## src/rtl/rr_arb_mux_to_receiver.sv

```systemverilog
// Round-robin arbiter + mux forwarding one of SENDER_NUM valid/ready streams to receiver RECEIVER_CHOSEN.
// Define RR_ARB_BURST_LOCK_EN to hold the grant until a handshake with last asserted.
module rr_arb_mux_to_receiver #(
  parameter int WIDTH           = 1,
  parameter int SENDER_NUM      = 8,
  parameter int RECEIVER_NUM    = 8,
  parameter int RECEIVER_CHOSEN = 1
) (
  input  logic                    ACLK,
  input  logic                    ARESETn,
  input  logic [WIDTH-1:0]        signal    [SENDER_NUM],
  input  logic [RECEIVER_NUM-1:0] select    [SENDER_NUM],
  input  logic [SENDER_NUM-1:0]   valid_in,
  input  logic [SENDER_NUM-1:0]   last_in,
  output logic [SENDER_NUM-1:0]   ready_out,
  output logic [WIDTH-1:0]        val_sig,
  output logic                    valid_out,
  output logic                    last_out,
  input  logic                    ready_in,
  output logic [SENDER_NUM-1:0]   grant
);

  localparam int PTR_W = (SENDER_NUM > 1) ? $clog2(SENDER_NUM) : 1;
  localparam int unsigned N = SENDER_NUM;

  typedef enum logic {IDLE = 1'b0, BUSY = 1'b1} state_t;

  state_t                state;
  logic [PTR_W-1:0]      rr_ptr;
  logic [PTR_W-1:0]      grant_idx;
  logic [SENDER_NUM-1:0] req;
  logic [SENDER_NUM-1:0] unused_sel;
  logic                  pick_found;
  logic [PTR_W-1:0]      pick_idx;
  logic [PTR_W-1:0]      cand_idx;
  logic [SENDER_NUM-1:0] pick_onehot;
  int unsigned           cand;
  logic                  busy;
  logic                  handshake;
  logic                  release_hs;

  always_comb begin
    for (int unsigned i = 0; i < N; i++) begin
      req[i]        = valid_in[i] & select[i][RECEIVER_CHOSEN];
      unused_sel[i] = ^select[i];
    end
  end

  // Scan from rr_ptr upward with wrap; the first requester found wins.
  always_comb begin
    pick_found  = 1'b0;
    pick_idx    = '0;
    cand        = 0;
    cand_idx    = '0;
    pick_onehot = '0;
    for (int unsigned k = 0; k < N; k++) begin
      cand = 32'(rr_ptr) + k;
      if (cand >= N) cand = cand - N;
      cand_idx = PTR_W'(cand);
      if (!pick_found && req[cand_idx]) begin
        pick_found = 1'b1;
        pick_idx   = cand_idx;
      end
    end
    if (pick_found) pick_onehot[pick_idx] = 1'b1;
  end

  always_comb begin
    busy      = (state == BUSY);
    val_sig   = busy ? signal[grant_idx] : '0;
    valid_out = busy & valid_in[grant_idx];
    last_out  = busy & last_in[grant_idx];
    ready_out = busy ? (grant & {SENDER_NUM{ready_in}}) : '0;
    handshake = valid_out & ready_in;
`ifdef RR_ARB_BURST_LOCK_EN
    release_hs = handshake & last_out;
`else
    release_hs = handshake;
`endif
  end

  always_ff @(posedge ACLK) begin
    if (!ARESETn) begin
      state     <= IDLE;
      grant     <= '0;
      grant_idx <= '0;
      rr_ptr    <= '0;
    end else begin
      case (state)
        IDLE: begin
          if (pick_found) begin
            state     <= BUSY;
            grant     <= pick_onehot;
            grant_idx <= pick_idx;
          end
        end
        BUSY: begin
          if (release_hs) begin
            state  <= IDLE;
            grant  <= '0;
            rr_ptr <= (grant_idx == PTR_W'(SENDER_NUM - 1)) ? '0 : grant_idx + 1'b1;
          end
        end
        default: state <= IDLE;
      endcase
    end
  end

endmodule

```

## config.mk

```make
export PLATFORM = sky130hd
export DESIGN_NAME = rr_arb_mux_to_receiver
export DESIGN_NICKNAME = d
export VERILOG_FILES = /design/src/rtl/rr_arb_mux_to_receiver.sv
export SDC_FILE = /design/constraint.sdc
export NUM_CORES = 1
export LEC_CHECK = 0
export ABC_AREA = 1
export CAP_MARGIN = 30
export CORE_MARGIN = 8
export CORE_UTILIZATION = 25
export CTS_BUF_LIST = sky130_fd_sc_hd__clkbuf_8
export DETAILED_ROUTE_END_ITERATION = 6
export HOLD_SLACK_MARGIN = 0.05
export PLACE_DENSITY = 0.56
export SYNTH_ARGS = -nofsm -noshare
export SYNTH_HDL_FRONTEND = slang
export SYNTH_SLANG_ARGS = --single-unit
```

## constraint.sdc

```tcl
create_clock -name ACLK -period 2.85 [get_ports ACLK]
set_input_delay 0.57 -clock ACLK [delete_from_list [all_inputs] [get_ports ACLK]]
set_output_delay 0.57 -clock ACLK [all_outputs]
set_load 0.05 [all_outputs]
```

# --- Yosys cells after proc, flatten, opt, wreduce, memory -nomap -nowiden ---
# Cells that the tools add are included.
word_totals:
  reg_bits: 15
  output_inout_bits: 19
  inputBits: 91
op_classes:
  order_cmp: 20
  eq_ne: 3
  n_reduce_logical: 18
  n_mux: 58
  add_sub_neg: 16
  bitwise_logic: 14
ops:
  columns: ["operator", "count"]
  rows:
  - ["3-bit 2-to-1 mux", 17]
  - ["3-bit by 4-bit < comparator with 1-bit output (second input constant)", 10]
  - ["1-bit binary-select mux with 3-bit select", 11]
  - ["4-bit greater-or-equal comparator (second input constant)", 8]
  - ["1-bit 2-to-1 mux", 24]
  - ["8-bit 2-to-1 mux", 3]
  - ["3-bit by 1-bit subtractor with 3-bit output (second input constant)", 8]
  - ["3-bit by 3-bit adder with 4-bit output (second input constant)", 4]
  - ["8-bit one-hot mux with 2 select lines", 1]
  - ["1-bit bitwise AND", 11]
  - ["3-bit by 2-bit adder with 4-bit output (second input constant)", 2]
  - ["8-bit bitwise AND", 1]
  - ["1-bit logical AND", 8]
  - ["1-bit zero test", 7]
  - ["2-bit AND reduction", 3]
  - ["3-bit by 1-bit adder with 4-bit output (second input constant)", 1]
  - ["3-bit by 4-bit greater-or-equal comparator with 1-bit output (second input constant)", 1]
  - ["3-bit inverter with 4-bit output", 1]
  - ["3-bit by 1-bit adder with 3-bit output (second input constant)", 1]
  - ["1-bit demux with 3-bit select", 1]
  - ["3-bit == test (second input constant)", 1]
  - ["3-bit by 1-bit greater-or-equal comparator with 1-bit output (second input constant)", 1]
  - ["2-bit by 1-bit inequality test with 1-bit output (second input constant)", 1]
  - ["2-bit inequality test (second input constant)", 1]
  - ["2 further kinds", 2]

# --- Depth between registers and ports, before layout ---
depth:
  ltp_word: 32
  mapped_depth: 20
  depth_no_buf: 18

# --- Least setup slack after synthesis ---
# Ideal clock, no wire load.
synth_timing:
  path_type: "flip-flop to flip-flop"
  start: "register grant_idx[0]"
  end: "register grant[0]"
  arrival_ps: 2326
  t_required_ps: 2730
  synth_period_minus_slack_ps: 2445
  setup_time_ps: 120
  stages_incl_launch_ff: 12
  slack_ps: 405
  cell_sequence: "dfxtp_1 -> inv_1 -> clkbuf_1 -> nor2_1 -> o22ai_1 -> nor2_1 -> nor2_1 -> nand2_1 -> nand2_4 -> clkinv_2 -> nand2_1 -> a21oi_1"
synth_between:
  elab_chain_len: 6
synth_lines:
  columns: ["item", "line", "text"]
  rows:
  - ["start, declared", "30", "logic [PTR_W-1:0] grant_idx;"]
  - ["start signal, assigned", "94", "grant_idx <= pick_idx;"]
  - ["1-bit binary-select mux with 3-bit select", "71", "valid_out = busy & valid_in[grant_idx];"]
  - ["1-bit 2-to-1 mux (not written as such)", "71", null]
  - ["1-bit bitwise AND", "71", null]
  - ["via valid_out", "17", "output logic valid_out,"]
  - ["1-bit bitwise AND", "74", "handshake = valid_out & ready_in;"]
  - ["2-bit by 1-bit inequality test with 1-bit output (no line)", null, null]
  - ["2-bit AND reduction (no line)", null, null]
  - ["end signal, assigned", "93", "grant <= pick_onehot;"]
  - ["end, declared", "20", "output logic [SENDER_NUM-1:0] grant"]
# The timed path passes the listed nets, and every way through them passes these cells. The select of a mux whose other input is x is not followed.
# A chain may end at the register's enable or synchronous reset.

# --- Worst setup path in the final report ---
layout_timing:
  start: "input port valid_in[3]"
  end: "register grant[7]"
layout_between:
  elab_chain_len: 31
  elab_cells_between_ends: 61
layout_lines:
  columns: ["item", "line", "text"]
  rows:
  - ["start, declared", "13", "input logic [SENDER_NUM-1:0] valid_in,"]
  - ["1-bit bitwise AND", "44", "req[i] = valid_in[i] & select[i][RECEIVER_CHOSEN];"]
  - ["1-bit binary-select mux with 3-bit select", "60", "if (!pick_found && req[cand_idx]) begin"]
  - ["1-bit 2-to-1 mux (not written as such)", "60", null]
  - ["1-bit 2-to-1 mux", "60", null]
  - ["1-bit zero test", "60", null]
  - ["1-bit logical AND", "60", null]
  - ["1-bit 2-to-1 mux", "60", null]
  - ["1-bit zero test", "60", null]
  - ["(+15 left out)", null, null]
  - ["1-bit logical AND", "60", null]
  - ["3-bit 2-to-1 mux", "60", null]
  - ["3-bit by 4-bit < comparator with 1-bit output (not written as such) or 3-bit by 1-bit greater-or-equal comparator with 1-bit output (tied branches)", "65", "if (pick_found) pick_onehot[pick_idx] = 1'b1;"]
  - ["1-bit logical AND (not written as such)", "65", null]
  - ["1-bit 2-to-1 mux (not written as such)", "65", null]
  - ["1-bit demux with 3-bit select", "65", null]
  - ["8-bit 2-to-1 mux", "91", "if (pick_found) begin"]
  - ["8-bit one-hot mux with 2 select lines", "89", "case (state)"]
# Parallel ways exist; a longest one is shown, timed or not. The select of a mux whose other input is x is not followed.

==> impl_metrics.xml <==
<?xml version="1.0" encoding="UTF-8"?>
<metrics>
  <group name="final_layout">
    <metric name="num_antenna_cells" unit="">0</metric>
    <metric name="layout-drive-gt1-share" unit="%">16.11</metric>
    <metric name="area_growth" unit="%">46.45</metric>
    <metric name="area_of_all_placed_cells_without_fillers" unit="um^2">2604</metric>
    <metric name="final_net_count" unit="">456</metric>
    <metric name="finalNonFillerCells" unit="">456</metric>
    <metric name="post-route-util" unit="%">38.11</metric>
  </group>
  <group name="global_route">
    <metric name="globalRoute.totalOverflow" unit="">0</metric>
    <metric name="busiest_layer" unit="">met2</metric>
    <metric name="first_pass_grt_wire_length" unit="um">9087</metric>
    <metric name="met2_track_demand_over_resource" unit="%">19.59</metric>
    <metric name="global_route.usage.met3" unit="%">2.007</metric>
    <metric name="first_global_vias" unit="">1993</metric>
    <metric name="antenna_found_initial" unit="">0</metric>
    <metric name="grt_max_degree" unit="">13</metric>
    <metric name="grt.met1_usage" unit="%">12.77</metric>
    <metric name="grt_util_all_layers" unit="%">10.98</metric>
  </group>
  <group name="clock_network">
    <metric name="htree_levels" unit="">1</metric>
    <metric name="cts_buffer_depth" unit="">2</metric>
    <metric name="clock_tree_from_tritoncts" unit="">built</metric>
    <metric name="cts.sinks" unit="">15</metric>
    <metric name="cts_root_buffer" unit="">clkbuf_8</metric>
    <metric name="cts.reportedPaths.clkPinSlew" unit="ps">60</metric>
    <metric name="postCtsSetupRepairBufs" unit="">0</metric>
    <metric name="clk_latency" unit="ps">250</metric>
    <metric name="holdBufCountCts" unit="">0</metric>
    <metric name="inserted_clock_buffers" unit="">3</metric>
    <metric name="postCtsResizedCells" unit="">0</metric>
  </group>
  <group name="critical_path">
    <metric name="timing_worst_setup_path_type" unit="">in2reg</metric>
    <metric name="timing.critical_path.required" unit="ps">3040</metric>
    <metric name="worstReg2RegStart" unit="">rr_ptr[1]</metric>
    <metric name="worst_path_max_delay_cell" unit="">clkdlybuf4s50_1</metric>
    <metric name="regToRegEndpoint" unit="">grant[7]</metric>
    <metric name="cell_chain_of_the_critical_path" unit="">clkdlybuf4s50_1, nand2_1, nand2_1, nand2_1, nand2_1, nand2_1, nand2_1, nand2_1, nand4_4, nor2_8, nand2_4, nor2_1, nor2_1, nand3_1, nor2_1, nor2_1, nor2_1</metric>
    <metric name="timing.critical_path.slowest_cell_delay" unit="ps">550</metric>
    <metric name="r2r_slack" unit="ps">340</metric>
    <metric name="critPathArrivalTime" unit="ps">2780</metric>
    <metric name="path_common_cell" unit="">nand2_1</metric>
    <metric name="critPathLaunch" unit="">valid_in[3]</metric>
    <metric name="worst_setup_path_end_kind" unit="">flop</metric>
    <metric name="worstPathMaxFanout" unit="">7</metric>
    <metric name="worst_setup_path_start_kind" unit="">input port</metric>
    <metric name="rr_worst_depth" unit="">16</metric>
  </group>
  <group name="yosys">
    <metric name="post_synth_num_cell_types" unit="">35</metric>
    <metric name="seq_area_frac_synth" unit="%">16.89</metric>
    <metric name="postSynth.topFlopCell" unit="">dfxtp_1</metric>
    <metric name="mappedNetlistNets" unit="">396</metric>
    <metric name="yosys_warnings" unit="">0</metric>
    <metric name="synth.cell_area" unit="um^2">1778</metric>
    <metric name="post_synth_inst_count" unit="">301</metric>
    <metric name="commonest_cells_in_the_synthesized_netlist" unit="">nand2_1 (78), nor2_1 (57), nand3_1 (38), o21ai_0 (22), inv_1 (17)</metric>
    <metric name="async_flop_share" unit="%">0</metric>
    <metric name="synth.largest_area_cell" unit="">dfxtp_1</metric>
    <metric name="ys_ff_latch" unit="">15</metric>
    <metric name="synth_edf_count" unit="">0</metric>
    <metric name="synth.avg_cell_area" unit="um^2">5.907</metric>
    <metric name="synth_top_area_share" unit="%">16.89</metric>
    <metric name="synth.area.top_cells" unit="">dfxtp_1 (17%), nand2_1 (16%), nor2_1 (12%)</metric>
    <metric name="synth_most_common_cell" unit="">nand2_1</metric>
  </group>
  <group name="power_and_ir_drop">
    <metric name="clkPwrFrac" unit="%">7.2</metric>
    <metric name="power.density_cell_area" unit="nW/um^2">912.2</metric>
    <metric name="sequentialPowerShare" unit="%">13.8</metric>
    <metric name="internal_power" unit="uW">1034</metric>
    <metric name="p_sw" unit="uW">1341</metric>
    <metric name="power.combinational.fraction" unit="%">79.0</metric>
    <metric name="cellLeakagePower" unit="uW">0.001120</metric>
    <metric name="switching_share" unit="%">56.46</metric>
    <metric name="vdd_ir_drop_max" unit="V">0.0004229</metric>
  </group>
  <group name="worst_hold_path">
    <metric name="worst_hold_startpoint" unit="">grant[1]</metric>
    <metric name="timing.hold.worst.class" unit="">reg2reg</metric>
    <metric name="hold-path-cell-count" unit="">2</metric>
    <metric name="hold_path_end" unit="">grant[1]</metric>
  </group>
  <group name="detailed_routing">
    <metric name="antenna_left" unit="">0</metric>
    <metric name="route.vias.total" unit="">2071</metric>
    <metric name="dr.pass1.iters" unit="">5</metric>
    <metric name="avgViaCountPerCell" unit="">4.542</metric>
    <metric name="route.detailed.wl_per_inst" unit="um">12.19</metric>
    <metric name="first_iteration_detailed_routing_drc_count" unit="">97</metric>
    <metric name="drc" unit="">0</metric>
    <metric name="wirelength" unit="um">5557</metric>
  </group>
  <group name="timing">
    <metric name="fin_worst_skew" unit="ps">2.679</metric>
    <metric name="hold_slack" unit="ps">484.4</metric>
    <metric name="rsz0062_at_grt" unit="">no</metric>
    <metric name="finalHoldViolCount" unit="">0</metric>
    <metric name="minimum_setup_slack_in_the_final_design" unit="ps">260.8</metric>
    <metric name="final_period_minus_worst_setup_slack" unit="ps">2589</metric>
    <metric name="finalSetupViolations" unit="">0</metric>
    <metric name="max_slew_margin" unit="%">65.89</metric>
    <metric name="final-max-slew-violation-count" unit="">0</metric>
    <metric name="fin_crit_sh" unit="%">90.85</metric>
    <metric name="timing.fmax" unit="GHz">0.3862</metric>
    <metric name="worst-slew-pin-transition" unit="ps">510.0</metric>
  </group>
  <group name="place">
    <metric name="dp_cells" unit="">452</metric>
    <metric name="gp_congestion" unit="">0.8478</metric>
    <metric name="number_of_port_buffers" unit="">53</metric>
    <metric name="place_area" unit="um^2">2552</metric>
    <metric name="post-place-ws" unit="ps">18.38</metric>
    <metric name="hpwlAfterDp" unit="um">4712</metric>
  </group>
  <group name="run">
    <metric name="maxCapViolCount" unit="">0</metric>
  </group>
  <group name="floorplan">
    <metric name="fp.dieH" unit="um">100.3</metric>
    <metric name="core.rowCount" unit="">30</metric>
    <metric name="floorplan.initialDensity" unit="%">26.03</metric>
    <metric name="design.die.area" unit="um^2">10070</metric>
    <metric name="ios" unit="">110</metric>
    <metric name="die_w" unit="um">100.3</metric>
    <metric name="core-area" unit="um^2">6832</metric>
  </group>
  <group name="run_status">
    <metric name="outcome" unit="">complete, no violations</metric>
  </group>
</metrics>
==> registers in the layout, summed over array words and instances, names as in the netlist <==
register and count:
rr_ptr 3, grant 8, grant_idx 3, busy 1
==> per-stage QoR <==
step | TNS [ps] | power (uW)
2_1_floorplan | 0 | 1645
3_5_place_dp | 0 | 2199
5_1_grt | 0 | 2599
4_1_cts | 0 | 2378
6_report | 0 | 2375
3_3_place_gp | -17.78 | 2169
==> cells by family after synthesis <==
| family | count (synthesis) | share of synthesized area (%) |
|---|---|---|
| simple gates | 203 | 54.54 |
| compound gates | 44 | 14.00 |
| buf+inv | 32 | 8.374 |
| flops | 15 | 16.89 |
| fa+ha+maj | 4 | 2.815 |
| xor+xnor | 3 | 3.379 |
==> how the worst max path moves through the flow <==
stage | end | cells after the start
6_report | grant[7] | 17
2_1_floorplan | grant[0] | 11
3_5_place_dp | grant[0] | 14
3_3_place_gp | grant[0] | 14
5_1_grt | grant[7] | 17
4_1_cts | grant[0] | 14
==> layout by cell type, fill, tap and decap left out <==
cell             instances
buf_4                    9
nand3_4                  1
xnor2_4                  1
dfxtp_1                 15
buf_12                  11
a21oi_2                  1
inv_2                    5
nand3b_1                 1
o21ai_4                  1
clkdlybuf4s50_1         42
clkbuf_8                 3
a31oi_1                  2
nor2_4                   1
ha_2                     1
clkinv_1                 2
xnor2_2                  1
nand4_4                  1
o211ai_1                 1
nand2_2                  5
clkinv_2                 1
nand2_1                 78
nand3_2                  8
a21oi_1                  9
xor2_2                   1
nor2_8                   1
nor2_2                   1
nand4_1                  3
nand3_1                 38
nand2_4                  3
nor3_1                   5
o22ai_1                  4
o21ai_2                  2
o21ai_1                  2
nor2_1                  57
ha_1                     3
inv_1                   18
o21ai_0                 22
==> metal layers <==
layer	part of all wire, %	routed length (um)	vias to the layer above
met4	1.1	60	0
met5	0	0	-
li1	-	-	1115
met2	52	2866	32
met1	44	2419	919
met3	3.8	210	5
==> worst max-delay path: cells and delay by family <==
kind                   cells  cell delay (ps)
buffers and inverters      1              550
and+or+nand+nor           16             1650
==> power groups by stage <==
stage | clock network [uW] | registers (uW) | logic (uW)
floorplan | 0 | 422 | 1220
global placement | 0 | 331 | 1840
detailed placement | 0 | 335 | 1860
CTS | 175 | 329 | 1870
global route | 180 | 337 | 2080
finish | 171 | 327 | 1880
==> layout make-up <==
type | instances | area, um^2
fill | 775 | 4228
tap | 96 | 120.1
inverter | 25 | 95.09
timing repair buffer | 62 | 708.2
multi-input combinational | 254 | 1335
clock buffer | 3 | 41.29
clock inverter | 1 | 3.754
sequential | 15 | 300.3
Power figures use the tool's default switching activity.
